<file path="src/rtl/transfer_id_tracker.sv">
// Per-channel transfer ID allocator with out-of-order retirement tracking.
// completed_o walks the contiguous prefix of retired IDs, at most one ID per channel per cycle.
module transfer_id_tracker #(
  parameter int NUM_CHANNELS    = 2,
  parameter int ID_WIDTH        = 8,
  parameter int MAX_OUTSTANDING = 8,
  parameter int CHAN_WIDTH      = (NUM_CHANNELS > 1) ? $clog2(NUM_CHANNELS) : 1
) (
  input  logic                             clk_i,
  input  logic                             rst_i,
  input  logic                             issue_valid_i,
  input  logic [CHAN_WIDTH-1:0]            issue_chan_i,
  output logic                             issue_ready_o,
  output logic [ID_WIDTH-1:0]              issue_id_o,
  input  logic                             retire_valid_i,
  input  logic [CHAN_WIDTH-1:0]            retire_chan_i,
  input  logic [ID_WIDTH-1:0]              retire_id_i,
  output logic                             retire_err_o,
  output logic [NUM_CHANNELS*ID_WIDTH-1:0] next_o,
  output logic [NUM_CHANNELS*ID_WIDTH-1:0] completed_o,
  output logic [NUM_CHANNELS-1:0]          idle_o
);

  localparam int IDX_W = $clog2(MAX_OUTSTANDING);
  localparam logic [ID_WIDTH-1:0] ID_ONE     = ID_WIDTH'(1);
  localparam logic [ID_WIDTH-1:0] ID_MAX_OUT = ID_WIDTH'(MAX_OUTSTANDING);

  logic [ID_WIDTH-1:0]        next_q      [NUM_CHANNELS];
  logic [ID_WIDTH-1:0]        next_d      [NUM_CHANNELS];
  logic [ID_WIDTH-1:0]        completed_q [NUM_CHANNELS];
  logic [ID_WIDTH-1:0]        completed_d [NUM_CHANNELS];
  logic [MAX_OUTSTANDING-1:0] bitmap_q    [NUM_CHANNELS];
  logic [MAX_OUTSTANDING-1:0] bitmap_d    [NUM_CHANNELS];
  logic                       err_q;
  logic                       err_d;

  logic [ID_WIDTH-1:0]        outstanding [NUM_CHANNELS];
  logic [ID_WIDTH-1:0]        adv_id      [NUM_CHANNELS];
  logic [ID_WIDTH-1:0]        offset      [NUM_CHANNELS];
  logic [NUM_CHANNELS-1:0]    full;
  logic [NUM_CHANNELS-1:0]    retire_acc;
  logic [NUM_CHANNELS-1:0]    bypass;
  logic [NUM_CHANNELS-1:0]    advance;
  logic                       issue_fire;

  // Occupancy is derived purely from registered pointers, so issue_ready_o
  // never depends combinationally on the retire inputs.
  always_comb begin
    full   = '0;
    idle_o = '0;
    for (int c = 0; c < NUM_CHANNELS; c++) begin
      outstanding[c] = next_q[c] - ID_ONE - completed_q[c];
      full[c]        = (outstanding[c] == ID_MAX_OUT);
      idle_o[c]      = (outstanding[c] == '0);
      next_o[c*ID_WIDTH +: ID_WIDTH]      = next_q[c];
      completed_o[c*ID_WIDTH +: ID_WIDTH] = completed_q[c];
    end
  end

  // An out-of-range channel matches no entry and leaves ready low.
  always_comb begin
    issue_ready_o = 1'b0;
    issue_id_o    = '0;
    for (int c = 0; c < NUM_CHANNELS; c++) begin
      if (issue_chan_i == CHAN_WIDTH'(c)) begin
        issue_ready_o = !full[c];
        issue_id_o    = next_q[c];
      end
    end
  end

  assign issue_fire = issue_valid_i && issue_ready_o;

  always_comb begin
    retire_acc = '0;
    bypass     = '0;
    advance    = '0;
    for (int c = 0; c < NUM_CHANNELS; c++) begin
      next_d[c]      = next_q[c];
      completed_d[c] = completed_q[c];
      bitmap_d[c]    = bitmap_q[c];
      adv_id[c]      = completed_q[c] + ID_ONE;
      offset[c]      = retire_id_i - adv_id[c];

      retire_acc[c] = retire_valid_i && (retire_chan_i == CHAN_WIDTH'(c))
                      && (offset[c] < outstanding[c])
                      && !bitmap_q[c][retire_id_i[IDX_W-1:0]];
      // The window is at most MAX_OUTSTANDING wide, so a retiring ID can only
      // alias bit adv_id when it is adv_id itself; that case bypasses the bitmap.
      bypass[c]  = retire_acc[c] && (retire_id_i == adv_id[c]);
      advance[c] = bitmap_q[c][adv_id[c][IDX_W-1:0]] || bypass[c];

      if (retire_acc[c] && !bypass[c]) begin
        bitmap_d[c][retire_id_i[IDX_W-1:0]] = 1'b1;
      end
      if (advance[c]) begin
        completed_d[c]                    = adv_id[c];
        bitmap_d[c][adv_id[c][IDX_W-1:0]] = 1'b0;
      end
      if (issue_fire && (issue_chan_i == CHAN_WIDTH'(c))) begin
        next_d[c] = next_q[c] + ID_ONE;
      end
    end
    err_d = retire_valid_i && !(|retire_acc);
  end

  always_ff @(posedge clk_i or posedge rst_i) begin
    if (rst_i) begin
      for (int c = 0; c < NUM_CHANNELS; c++) begin
        next_q[c]      <= ID_ONE;
        completed_q[c] <= '0;
        bitmap_q[c]    <= '0;
      end
      err_q <= 1'b0;
    end else begin
      for (int c = 0; c < NUM_CHANNELS; c++) begin
        next_q[c]      <= next_d[c];
        completed_q[c] <= completed_d[c];
        bitmap_q[c]    <= bitmap_d[c];
      end
      err_q <= err_d;
    end
  end

  assign retire_err_o = err_q;

endmodule

</file>
<file path="config.mk">
export PLATFORM = sky130hd
export DESIGN_NAME = transfer_id_tracker
export DESIGN_NICKNAME = d
export VERILOG_FILES = /design/src/rtl/transfer_id_tracker.sv
export SDC_FILE = /design/constraint.sdc
export NUM_CORES = 1
export LEC_CHECK = 0
export CORE_ASPECT_RATIO = 0.75
export CORE_MARGIN = 8
export CORE_UTILIZATION = 57
export CTS_CLUSTER_SIZE = 30
export DETAILED_ROUTE_END_ITERATION = 8
export PLACE_DENSITY = 0.83
export SLEW_MARGIN = 20
export SYNTH_ARGS = -nofsm -noshare
export SYNTH_HDL_FRONTEND = slang
export SYNTH_SLANG_ARGS = --single-unit
</file>
<file path="constraint.sdc">
create_clock -name clk_i -period 5.22 [get_ports clk_i]
set_input_delay 0.783 -clock clk_i [delete_from_list [all_inputs] [get_ports clk_i]]
set_output_delay 0.783 -clock clk_i [all_outputs]
set_load 0.005 [all_outputs]
</file>
==> results of run 1 <==
-- worst max-delay path, cell delays in order --
cell and delay [ps]:
sky130_fd_sc_hd__clkdlybuf4s50_1 500, sky130_fd_sc_hd__fa_2 440, sky130_fd_sc_hd__a21oi_2 110, sky130_fd_sc_hd__a21oi_1 60, sky130_fd_sc_hd__maj3_2 330, sky130_fd_sc_hd__maj3_2 320, sky130_fd_sc_hd__maj3_1 380, sky130_fd_sc_hd__xor2_1 160
sky130_fd_sc_hd__ha_1 300, sky130_fd_sc_hd__a21o_2 240, sky130_fd_sc_hd__a2111oi_4 360, sky130_fd_sc_hd__o31ai_1 120, sky130_fd_sc_hd__or4_4 560, sky130_fd_sc_hd__or3b_4 420, sky130_fd_sc_hd__nor2_2 90, sky130_fd_sc_hd__o22a_1 130
-- kinds of logic after synthesis --
| logic type | Yosys count | share of synthesized area, % |
|---|---|---|
| buffers and inverters | 45 | 4.55 |
| muxes | 21 | 6.07 |
| DFF | 49 | 27.2 |
| AOI/OAI and AO/OA | 101 | 15.4 |
| and+or+nand+nor | 150 | 17.4 |
| xor gates and xnor gates | 73 | 15.2 |
| adders and majority gates | 50 | 14.1 |
-- metal layers --
layer	vias to the layer above	wire length, um	track usage [%]
li1	1915	-	-
met5	-	0	0
met2	158	5670	38.2
met3	21	1120	7.53
met1	1949	5660	29.0
met4	0	170	4.51
-- cells in the final DEF (no fill, tap or decap), types with 3 or more instances in the layout --
cell type                         Yosys  routed
sky130_fd_sc_hd__or2_2                5       5
sky130_fd_sc_hd__nor4_1               4       4
sky130_fd_sc_hd__a21o_1               4       4
sky130_fd_sc_hd__ha_1                38      37
sky130_fd_sc_hd__mux2_2              11      11
sky130_fd_sc_hd__o21ai_1              3       3
sky130_fd_sc_hd__nand3_1             15      15
sky130_fd_sc_hd__a211oi_1             5       5
sky130_fd_sc_hd__maj3_1               6       6
sky130_fd_sc_hd__nor2_1              24      24
sky130_fd_sc_hd__o211ai_1             3       3
sky130_fd_sc_hd__clkbuf_1             5       3
sky130_fd_sc_hd__nor2b_1              4       4
sky130_fd_sc_hd__xnor3_1              3       3
sky130_fd_sc_hd__a21oi_1             21      19
sky130_fd_sc_hd__nor3_1              17      17
sky130_fd_sc_hd__mux4_2               4       4
sky130_fd_sc_hd__a211o_1              3       3
sky130_fd_sc_hd__buf_4                0      28
sky130_fd_sc_hd__clkbuf_8             0       5
sky130_fd_sc_hd__a21boi_0             3       3
sky130_fd_sc_hd__mux2i_1              6       6
sky130_fd_sc_hd__o21ai_0             20      20
sky130_fd_sc_hd__xnor2_1             49      49
sky130_fd_sc_hd__nand2b_1             7       7
sky130_fd_sc_hd__xor2_1              20      20
sky130_fd_sc_hd__and3_1              12      12
sky130_fd_sc_hd__nand2_1             37      37
sky130_fd_sc_hd__nand4_1              8       8
sky130_fd_sc_hd__dfrtp_1             47      47
sky130_fd_sc_hd__o21a_1               5       5
sky130_fd_sc_hd__a2bb2oi_1            8       8
sky130_fd_sc_hd__clkdlybuf4s50_1      0      56
sky130_fd_sc_hd__o31ai_1              5       5
sky130_fd_sc_hd__inv_1               30      28
-- how the worst max path moves through the flow --
stage                            endpoint  slack [ps]  cells after the start
detailed placement  bitmap_q[2]$_DFF_PP0_        -400                     19
floorplan           bitmap_q[2]$_DFF_PP0_         120                     19
global placement    bitmap_q[2]$_DFF_PP0_        -250                     19
global route        bitmap_q[2]$_DFF_PP0_          70                     16
finish              bitmap_q[2]$_DFF_PP0_         170                     16
CTS                 bitmap_q[2]$_DFF_PP0_          50                     19
-- cell type report --
class	count	area, sq um
clock buffer	8	80.1
fill	611	2310
inverter	31	118
multi-input combinational	395	3110
sequential	49	1230
tap	105	131
timing repair buffer	86	795
-- sequential cells by signal (all words and copies together) (netlist names) --
register / cells
retire_err_o: 1
completed_o: 16
next_o: 16
bitmap_q: 16
-- what timing repair did --
action                     4_1_cts  5_1_grt
setup endpoints to repair       12       22
resized for setup                3        7
pin swaps                        3        5
buffers inserted                 0        1
gates cloned                     0        0
-- synthesized netlist by cell type, drive strengths merged (13+ instances only) --
cell and count:
ha 38, a21oi 21, nor3 17, xor2 21, o21ai 24, nand2 37, nor2 25, nand3 15
dfrtp 47, inv 30, and3 13, xnor2 49
-- power breakdown --
| group | internal, mW | switching, mW |
|---|---|---|
| combinational | 1.49 | 1.53 |
| clock | 0.0959 | 0.134 |
| sequential | 0.528 | 0.229 |
-- stage by stage --
stage | setup WS, ps | std cells | cell area, sq um | power, mW | utilization, %
after global routing | 65.4 | 674 | 5470 | 4.36 | 70.3
after detailed placement | -400 | 665 | 5340 | 3.68 | 68.6
after CTS | 50.5 | 673 | 5440 | 3.95 | 69.9
after global placement | -255 | 665 | 5340 | 3.55 | 68.6
after floorplan | 116 | 489 | 4510 | 2.66 | -
final | 171 | 674 | 5470 | 4.01 | 70.3
==> results.json, run 1 <==
{
  "viasPerCell": 6.00,
  "cp-start-kind": "primary input",
  "run_status": "finished clean",
  "cp_data_required_time_ps": 5470,
  "rows": 28,
  "placer_congestion": 0.933,
  "layout-drive-gt1-share_pct": 13.7,
  "cts_root_buf": "sky130_fd_sc_hd__clkbuf_8",
  "global_route.usage.total_pct": 23.0,
  "critical_path.reg2reg.startpoint": "completed_o[9]$_DFFE_PP0N_",
  "hold_class": "reg2reg",
  "place.detailed.hpwl_um": 9910,
  "cts.path.max_buffers": 2,
  "timing.critical_path.arrival_ps": 5300,
  "setup_violations_final": 0,
  "clock_insertion_delay_worst_skew_ps": 310,
  "timing_worst_slew_pin_value_ps": 904,
  "overflow": 0,
  "ys_seq_elements": 49,
  "n_antenna_cell": 0,
  "cellLeakagePower_nw": 2.34,
  "clock-skew-final_ps": 8.42,
  "synth_async_sr_flop_share_pct": 100,
  "design.core.area_sq_um": 7780,
  "power-per-cell-area_nw_per_um2": 733,
  "holdPathEnd": "completed_o[6]$_DFFE_PP0N_",
  "grt_first_pass_wirelength_um": 20900,
  "peakVddDrop_mv": 0.449,
  "min_path_cells": 1,
  "synth_top_cell_area_share_pct": 26.1,
  "first_pass_iters": 5,
  "synth_enable_flop_cells": 0,
  "post_synth_cell_types": 71,
  "fp.dieArea_sq_um": 11100,
  "grt_max_degree": 50,
  "timing.max_slew.rel_slack_pct": 39.8,
  "drt_iter0_markers": 285,
  "regToRegEndpoint": "bitmap_q[2]$_DFF_PP0_",
  "layout_worst_path_cycle_share_pct": 96.7,
  "cts_hold_buffers": 0,
  "cts_num_sinks": 49,
  "synth_warnings": 0,
  "synthTopCellsByArea": "sky130_fd_sc_hd__dfrtp_1, sky130_fd_sc_hd__ha_1, sky130_fd_sc_hd__xnor2_1, sky130_fd_sc_hd__xor2_1, sky130_fd_sc_hd__nand2_1",
  "drt.antenna.violating_nets": 0,
  "worstSetupStartpoint": "retire_id_i[1]",
  "ys_seq_area_share_pct": 27.2,
  "die_y_um": 93.1,
  "detailroute.via_count": 4043,
  "initial_utilization_pct": 58.0,
  "width_of_the_die_um": 119,
  "setup_total_negative_slack_ps": 0,
  "clkSlewWorstSetupHoldPaths_ps": 100,
  "design.portCount": 58,
  "final.min_clock_period_ps": 5050,
  "syn_area_per_cell_sq_um": 9.23,
  "ys.flop_type": "sky130_fd_sc_hd__dfrtp_1",
  "cap_viol_max_count": 0,
  "synth_nets": 545,
  "r2r.worst_path.cells": 17,
  "endpoint_kind": "flop",
  "cts_inserted_buffers": 5,
  "unrepaired_setup_endpoints_after_global_routing": "no",
  "cts_tree": "built",
  "crit_type": "in2reg",
  "cell_area_after_synthesis_sq_um": 4510,
  "port_buffers": 57,
  "grt_pass1_vias": 4196,
  "postRouteWirelength_um": 12600,
  "nNetsFinal": 624,
  "holdCritStartpoint": "completed_o[6]$_DFFE_PP0N_",
  "syn_to_final_growth_pct": 21.1,
  "synthCells": 489,
  "timing_hold_violations_final": 0,
  "maxClockFrequency_ghz": 0.198,
  "synth_area_leader_cell": "sky130_fd_sc_hd__dfrtp_1",
  "critPathMaxFanout": 4,
  "r2r_slack_ps": 320,
  "ctsHtreeMaxLevel": 2,
  "wl_per_cell_um": 18.7,
  "detail_route.drc_violations": 0,
  "grt_antenna_before_repair": 0,
  "worst_hold_slack_ps": 517,
  "final_max_slew_viol_count": 0
}
Power figures use the tool's default switching activity.
==> run 2, diff against run 1 <==
--- a/config.mk
+++ b/config.mk
@@ -8,6 +8,7 @@
 export CORE_ASPECT_RATIO = 0.75
 export CORE_MARGIN = 8
 export CORE_UTILIZATION = 57
+export CTS_CLUSTER_DIAMETER = 100
 export CTS_CLUSTER_SIZE = 30
 export DETAILED_ROUTE_END_ITERATION = 8
 export PLACE_DENSITY = 0.83
==> constraint.sdc (replaced) <==
create_clock -name clk_i -period 4.7 [get_ports clk_i]
set_input_delay 0.705 -clock clk_i [delete_from_list [all_inputs] [get_ports clk_i]]
set_output_delay 0.705 -clock clk_i [all_outputs]
set_load 0.005 [all_outputs]
==> results.json, run 2 (synthesis results as in run 1) <==
{
  "drt.antenna.violating_nets": 0,
  "layout_worst_path_cycle_share_pct": 101,
  "critical_path.reg2reg.startpoint": "completed_o[8]$_DFFE_PP0N_",
  "final_max_slew_viol_count": 0,
  "timing_worst_slew_pin_value_ps": 883,
  "critPathCapture": "bitmap_q[2]$_DFF_PP0_",
  "critPathMostFrequentCell": "sky130_fd_sc_hd__maj3_2",
  "min_path_cells": 1,
  "place_area_sq_um": 5420,
  "setup_total_negative_slack_ps": -23.8,
  "initial_utilization_pct": 58.0,
  "cts_num_sinks": 49,
  "die_y_um": 93.1,
  "cp_cell_sequence": "ha_4 -> inv_4 -> fa_2 -> a21oi_2 -> a21oi_1 -> maj3_2 -> maj3_2 -> maj3_2 -> xor2_1 -> ha_1 -> a21o_2 -> a2111oi_4 -> o31ai_1 -> or4_4 -> or3b_4 -> nor2_2 -> o22a_1",
  "worst_hold_slack_ps": 546,
  "wl_per_cell_um": 18.7,
  "maxClockFrequency_ghz": 0.212,
  "critical-path-max-stage-delay_ps": 560,
  "clkSlewWorstSetupHoldPaths_ps": 90,
  "cp_data_required_time_ps": 4960,
  "grt_antenna_before_repair": 0,
  "timing.critical_path.arrival_ps": 4980,
  "setup_violations_final": 1,
  "r2r_slack_ps": -20,
  "violations_in_the_final_reports": "setup timing",
  "final.min_clock_period_ps": 4720,
  "grt_first_pass_wirelength_um": 20700,
  "cell_with_the_largest_stage_delay_on_the_worst_path": "sky130_fd_sc_hd__or4_4",
  "timing_hold_violations_final": 0,
  "r2r.worst_path.cells": 17,
  "cts.path.max_buffers": 2,
  "peakVddDrop_mv": 0.432,
  "n_antenna_cell": 0,
  "cellLeakagePower_nw": 2.43,
  "clock-skew-final_ps": 7.94,
  "mostFrequentLayoutCells": "sky130_fd_sc_hd__clkdlybuf4s50_1, sky130_fd_sc_hd__xnor2_1, sky130_fd_sc_hd__dfrtp_1, sky130_fd_sc_hd__buf_4, sky130_fd_sc_hd__ha_1",
  "design.portCount": 58,
  "critPathMaxFanout": 4,
  "timing.max_slew.rel_slack_pct": 41.1,
  "port_buffers": 57,
  "place.detailed.instances": 672,
  "cts_tree": "built",
  "first_pass_iters": 7,
  "hold_class": "reg2reg",
  "ctsHtreeMaxLevel": 2,
  "crit_type": "reg2reg",
  "cap_viol_max_count": 0,
  "design.core.area_sq_um": 7780,
  "power-per-cell-area_nw_per_um2": 825,
  "endpoint_kind": "flop",
  "worst_setup_slack_final_ps": -23.8,
  "postRouteWirelength_um": 12900,
  "detailroute.via_count": 4212,
  "drt_iter0_markers": 324,
  "global_route.usage.total_pct": 22.8,
  "worstSetupStartpoint": "completed_o[8]$_DFFE_PP0N_",
  "rows": 28,
  "cts_root_buf": "sky130_fd_sc_hd__clkbuf_8",
  "regToRegEndpoint": "bitmap_q[2]$_DFF_PP0_",
  "overflow": 0,
  "fp.dieArea_sq_um": 11100,
  "run_status": "finished, violations left",
  "viasPerCell": 6.10,
  "layout-drive-gt1-share_pct": 18.1,
  "mostFrequentLayoutCell": "sky130_fd_sc_hd__clkdlybuf4s50_1",
  "placer_congestion": 0.943,
  "nNetsFinal": 641,
  "grt_max_degree": 50,
  "cp-start-kind": "flop",
  "syn_to_final_growth_pct": 25.3,
  "place.detailed.hpwl_um": 9820,
  "finalNonFillerCells": 691,
  "p_total_mw": 4.66,
  "layout.cell_area.non_filler_sq_um": 5660,
  "clock_insertion_delay_worst_skew_ps": 310,
  "width_of_the_die_um": 119,
  "detail_route.drc_violations": 0,
  "unrepaired_setup_endpoints_after_global_routing": "yes",
  "grt_pass1_vias": 4106,
  "cts_inserted_buffers": 5
}
## run 2: cell count changes in the layout (fill, tap and decap cells not counted), sizes merged
cell	before	now
clkdlybuf4s50	56	55
clkbuf	8	9
buf	29	46
## run 2: layer usage
metal,GRT usage [%],vias to the layer above,routed length [um]
met2,35.9,195,5890
met4,6.19,0,227
met5,0,-,0
met3,5.24,27,973
met1,31.0,2045,5840
li1,-,1945,-
## run 2: worst min path at each step
| stage | startpoint | to | slack [ps] |
|---|---|---|---|
| after floorplan | bitmap_q[1]$_DFF_PP0_ | bitmap_q[1]$_DFF_PP0_ | 480 |
| after global placement | bitmap_q[5]$_DFF_PP0_ | bitmap_q[5]$_DFF_PP0_ | 510 |
| after detailed placement | completed_o[6]$_DFFE_PP0N_ | completed_o[6]$_DFFE_PP0N_ | 520 |
| after CTS | completed_o[6]$_DFFE_PP0N_ | completed_o[6]$_DFFE_PP0N_ | 550 |
| after global routing | completed_o[6]$_DFFE_PP0N_ | completed_o[6]$_DFFE_PP0N_ | 560 |
| final | completed_o[6]$_DFFE_PP0N_ | completed_o[6]$_DFFE_PP0N_ | 550 |
## run 2: stage by stage
| step | utilization (%) | worst slack (ps) |
|---|---|---|
| detailed placement | 69.6 | -630 |
| finish | 72.7 | -23.8 |
| floorplan | - | -1.33 |
| CTS | 71.2 | 4.28 |
| global placement | 69.6 | -461 |
| global route | 72.7 | -200 |
## run 2: critical path: cells and delay by family (launching register included)
family / cells / cell delay (ps)
DFF: 1 / 450
and+or+nand+nor: 3 / 1090
buffers and inverters: 1 / 50
adders and majority gates: 6 / 1930
xor gates and xnor gates: 1 / 150
AOI/OAI and AO/OA: 6 / 1000
## run 2: area by class of cell
class | instances | area [sq um]
fillers | 563 | 2120
repair buffers | 103 | 938
flip-flops and latches | 49 | 1230
clock buffers | 8 | 80.1
multi-input cells | 395 | 3150
well taps | 105 | 131
inverters | 31 | 125
## run 2: power breakdown
part	internal (mW)	switching (mW)	leakage (nW)
registers	0.588	0.270	0.619
logic	1.78	1.77	1.77
clock network	0.106	0.146	0.0395
total	2.47	2.19	2.43
## run 2: timing repair
item,in CTS,in global routing
endpoints found under the setup margin,33,31
gates resized for setup,7,18
hold buffers,0,0
buffers inserted,2,8
endpoints found under the hold margin,0,0
gates cloned,1,0
pin swaps,6,15
